<file path="src/rtl/calc_sequencer.sv">
`default_nettype none
// ============================================================================
// Module   : calc_sequencer
// Brief    : Loads a short program from a host and issues it, one word per
//            clock, to the 4-bit calculator while collecting readback results.
// Revision : 1.0
// ============================================================================
module calc_sequencer #(
  parameter int DEPTH = 8,
  parameter int IW    = 11
) (
  input  logic                     clk,
  input  logic                     reset,
  input  logic                     prog_valid,
  output logic                     prog_ready,
  input  logic [IW-1:0]            prog_data,
  input  logic                     prog_clear,
  input  logic                     start,
  output logic                     busy,
  output logic                     done,
  output logic [2:0]               calc_control,
  output logic [1:0]               calc_we_addr,
  output logic [1:0]               calc_rd_addr,
  output logic [3:0]               calc_immediate,
  input  logic [3:0]               calc_rd_data,
  output logic                     res_valid,
  output logic [3:0]               res_data,
  output logic [$clog2(DEPTH)-1:0] res_index
);

  localparam int c_AW = $clog2(DEPTH);
  localparam int c_CW = c_AW + 1;

  localparam logic [1:0] c_IDLE  = 2'd0;
  localparam logic [1:0] c_RUN   = 2'd1;
  localparam logic [1:0] c_DRAIN = 2'd2;

  // r0 = r0 OR 0: leaves the register file untouched on every falling edge
  localparam logic [IW-1:0] c_NOP = {3'b001, {(IW-3){1'b0}}};

  logic [1:0]      r_state;
  logic [1:0]      w_state_nxt;
  logic [c_CW-1:0] r_count;
  logic [c_AW-1:0] r_pc;
  logic [IW-1:0]   r_mem [DEPTH];
  logic [IW-1:0]   r_calc;
  logic            r_iss_valid;
  logic [c_AW-1:0] r_iss_idx;

  logic            w_go;
  logic            w_clear;
  logic            w_load;
  logic            w_last;
  logic            w_issue;
  logic            w_done_nxt;
  logic [IW-1:0]   w_calc_nxt;

  assign w_go    = (r_state == c_IDLE) && start && (r_count != '0);
  assign w_clear = (r_state == c_IDLE) && prog_clear;
  assign w_last  = ({1'b0, r_pc} == (r_count - c_CW'(1)));

  assign prog_ready = (r_state == c_IDLE) && (r_count < c_CW'(DEPTH)) &&
                      !prog_clear && !w_go;
  assign w_load     = prog_valid && prog_ready;

  assign calc_control   = r_calc[10:8];
  assign calc_we_addr   = r_calc[7:6];
  assign calc_rd_addr   = r_calc[5:4];
  assign calc_immediate = r_calc[3:0];

  always_ff @(posedge clk or posedge reset) begin
    if (reset) begin
      r_state <= c_IDLE;
    end else begin
      r_state <= w_state_nxt;
    end
  end

  always_comb begin
    w_state_nxt = r_state;
    case (r_state)
      c_IDLE:  if (w_go) w_state_nxt = c_RUN;
      c_RUN:   if (w_last) w_state_nxt = c_DRAIN;
      c_DRAIN: w_state_nxt = c_IDLE;
      default: w_state_nxt = c_IDLE;
    endcase
  end

  always_comb begin
    w_issue    = (r_state == c_RUN);
    w_done_nxt = (r_state == c_DRAIN);
    busy       = (r_state == c_RUN) || (r_state == c_DRAIN);
    w_calc_nxt = w_issue ? r_mem[r_pc] : c_NOP;
  end

  // Program storage carries no reset; its contents are meaningless until loaded
  always_ff @(posedge clk) begin
    if (w_load) begin
      r_mem[r_count[c_AW-1:0]] <= prog_data;
    end
  end

  always_ff @(posedge clk or posedge reset) begin
    if (reset) begin
      r_count     <= '0;
      r_pc        <= '0;
      r_calc      <= c_NOP;
      r_iss_valid <= 1'b0;
      r_iss_idx   <= '0;
      res_valid   <= 1'b0;
      res_data    <= '0;
      res_index   <= '0;
      done        <= 1'b0;
    end else begin
      if (w_clear) begin
        r_count <= '0;
      end else if (w_load) begin
        r_count <= r_count + c_CW'(1);
      end

      if (w_go) begin
        r_pc <= '0;
      end else if (w_issue) begin
        r_pc <= r_pc + c_AW'(1);
      end

      r_calc      <= w_calc_nxt;
      r_iss_valid <= w_issue;
      r_iss_idx   <= r_pc;
      // The word issued last edge was written on the falling edge in between
      res_valid   <= r_iss_valid;
      if (r_iss_valid) begin
        res_data  <= calc_rd_data;
        res_index <= r_iss_idx;
      end
      done <= w_done_nxt;
    end
  end

endmodule
`default_nettype wire
</file>
<file path="config.mk">
export PLATFORM = sky130hd
export DESIGN_NAME = calc_sequencer
export DESIGN_NICKNAME = d
export VERILOG_FILES = /design/src/rtl/calc_sequencer.sv
export SDC_FILE = /design/constraint.sdc
export NUM_CORES = 1
export LEC_CHECK = 0
export ABC_AREA = 1
export CORE_ASPECT_RATIO = 0.5
export CORE_UTILIZATION = 52
export DETAILED_ROUTE_END_ITERATION = 16
export PLACE_DENSITY = 0.82
export SYNTH_ARGS = -nofsm -noshare
export SYNTH_HDL_FRONTEND = slang
export SYNTH_SLANG_ARGS = --single-unit
</file>
<file path="constraint.sdc">
create_clock -name clk -period 2.6 [get_ports clk]
set_input_delay 0.39 -clock clk [delete_from_list [all_inputs] [get_ports clk]]
set_output_delay 0.39 -clock clk [all_outputs]
set_load 0.02 [all_outputs]
</file>
==> impl_metrics.env <==
export IMPL_p_leak_nw=2.32
export IMPL_cts_buffer_depth=2
export IMPL_hold_viol=0
export IMPL_ys_flop_type="edfxtp_1"
export IMPL_cp_start_kind="flop"
export IMPL_cpMaxStageDelayCell="dfrtp_1"
export IMPL_die_y_um=70.8
export IMPL_ys_seq_area_share_pct=70.5
export IMPL_rr_worst_depth=9
export IMPL_portBuffers=41
export IMPL_place_gp_congestion=0.849
export IMPL_slew_violations=0
export IMPL_maxCapViolCount=0
export IMPL_tns_ps=0
export IMPL_start_util_pct=55.0
export IMPL_cp_end_kind="primary output"
export IMPL_antenna_cells=0
export IMPL_cts_buffers=17
export IMPL_drive_above_1_share_pct=14.5
export IMPL_grt_pass1_wl_um=15900
export IMPL_dr_pass1_iters=5
export IMPL_status="complete, no violations"
export IMPL_cp_required_ps=2210
export IMPL_drc=0
export IMPL_syn_area_per_cell_sq_um=12.6
export IMPL_cp_data_arrival_time_ps=2040
export IMPL_synthCells=390
export IMPL_rsz0062_at_grt="no"
export IMPL_core_area_sq_um=8950
export IMPL_layout_setup_ws_ps=168
export IMPL_max_stage_delay_ps=440
export IMPL_grt_pass1_vias=3134
export IMPL_synth_top_cells_by_area="edfxtp_1 (54%), dfrtp_1 (16%), nor2_1 (5.9%)"
export IMPL_dp_slack_ps=298
export IMPL_cts_root_buf="clkbuf_16"
export IMPL_grt_total_usage_pct=21.7
export IMPL_period_needed_ps=2430
export IMPL_synth_edf_count=88
export IMPL_htree_levels=4
export IMPL_synth_largest_area_cell="edfxtp_1"
export IMPL_maxSlewHeadroom_pct=53.6
export IMPL_postCtsSetupRepairBufs=0
export IMPL_crit_start="r_count[0]"
export IMPL_clock_sinks=121
export IMPL_drt_wl_total_um=9760
export IMPL_pin_count=42
export IMPL_synth_most_common_cell="edfxtp_1"
export IMPL_vias_per_cell=5.53
export IMPL_vdd_drop_max_mv=0.438
export IMPL_antenna_found_initial=0
export IMPL_worstPathCellList="inv_2 -> ha_1 -> nand2_2 -> a21oi_1 -> inv_1 -> nor3_1 -> dlygate4sd2_1"
export IMPL_final_antenna_net_count=0
export IMPL_tightest_slew_ps=695
export IMPL_yosysWarnings=0
export IMPL_syn_area_sq_um=4920
export IMPL_rows=24
export IMPL_ff_latch_area_sq_um=3470
export IMPL_synth_top_cell_area_share_pct=53.7
export IMPL_final_nets=471
export IMPL_clock_skew_ps=7.50
export IMPL_worst_path_stages=7
export IMPL_crit_type="reg2out"
export IMPL_async_reset_ff_share_pct=27.3
export IMPL_dp_hpwl_um=5590
export IMPL_cts_clk_slew_worst_paths_ps=50
export IMPL_cpLargestDelayFamily="buffers and inverters"
export IMPL_cp_max_fo=10
export IMPL_max_freq_mhz=411
export IMPL_first_iter_violations=354
export IMPL_final_setup_viol_count=0
export IMPL_grt_remaining_overflow=0
export IMPL_period_share_pct=93.5
export IMPL_yosys_top_cells_count="edfxtp_1 (88), nor2_1 (77), nand2_1 (38)"
export IMPL_die_w_um=140
export IMPL_syn2layout_area_growth_pct=23.2
export IMPL_cp_num_buf_inv=3
export IMPL_power_density_nw_per_um2=1180
export IMPL_synth_cell_types=33
export IMPL_ys_ff_latch=121
export IMPL_tritoncts="built"
export IMPL_min_path_type="in2async"
export IMPL_wire_per_inst_um=17.0
export IMPL_r2r_start="r_state[1]"
export IMPL_via_count=3167
export IMPL_insertion_delay_ps=400
export IMPL_synth_fp_nets=418
export IMPL_finish_utilization_pct=67.8
export IMPL_grt_max_degree=48
export IMPL_multi_input_area_sq_um=1240
export IMPL_die_area_sq_um=9880
export IMPL_fillers=602
-- report_power, final --
group          leakage [nW]  switching, mW  total, mW  internal [mW]
Sequential             1.22          0.170       2.56           2.39
Clock                 0.311          0.771       2.43           1.66
Combinational         0.794           1.35       2.15          0.802
Total                  2.32           2.29       7.14           4.85
-- routing by layer --
metal  up-vias  track usage, %  wire, um
met3        15            5.96       700
li1       1476               -         -
met5         -               0         0
met1      1547            28.3      4250
met2       129            34.8      4660
met4         0            9.65       150
-- cell usage in the layout (no fill, tap or decap), types with 2 or more instances in the layout --
cell              n
ha_1              8
dfrtp_1          32
mux2_2            7
clkbuf_16        17
o21ai_1          16
bufinv_16         3
nand3_4           3
inv_2             2
nand2_1          38
nor3_1            4
nand3_1          15
o211ai_1         10
o22ai_1          11
a21oi_1           2
clkdlybuf4s50_1  40
buf_4            13
nor2_1           77
clkinv_2          2
xor2_1            2
inv_1            15
clkbuf_1          3
edfxtp_1         88
clkbuf_8          6
o21ai_0          27
nor2_2            4
-- cell type report --
cell class              count  area share [%]
flip-flops and latches    121            57.2
multi-input cells         231            20.5
clock buffers              26            8.56
repair buffers             54            8.36
well taps                 117            2.41
clock inverters             6            1.80
inverters                  18            1.16
-- path summary, 6_finish.rpt --
path                       slack, ps           end
setup / recovery                 170    prog_ready
hold / removal                   400          done
setup reg to reg                 480   r_mem[0][6]
hold reg to reg                  480  res_index[1]
max in group asynchronous       1860     r_calc[8]
min in group clk                 480  res_index[1]
-- worst reg2reg max path: stages (launching register included) --
cell     delay [ps]
dfrtp_1         380
inv_1           140
ha_1            260
inv_1           110
nor3_4          150
nand3_4         150
nand2_4         140
nand3_4         120
nor2_2          130
buf_4           230
-- through the flow --
step,std cells,instance area [sq um],power [mW],hold WS (ps)
finish,573,6060,7.14,398
global placement,541,5440,4.64,457
global route,573,6060,7.51,466
CTS,573,6060,7.17,406
floorplan,390,4930,4.12,352
detailed placement,541,5440,4.71,464
-- registers in the layout, indices dropped and copies added (netlist names), 2 cells and up --
signal     count
r_calc        11
r_state        2
r_iss_idx      3
r_pc           3
res_data       4
res_index      3
r_count        4
r_mem         88
-- cell families after synthesis --
family                     synth area share [%]
and+or+nand+nor                            13.1
DFF                                        70.5
adders and majority gates                  2.03
AOI/OAI and AO/OA                          8.03
xor gates and xnor gates                  0.356
muxes                                      1.60
buffers and inverters                      4.37
-- timing repair --
action	in CTS	in global routing
endpoints found under the setup margin	1	0
hold buffers	0	0
gates resized for setup	1	0
(Power assumes the default switching activity.)
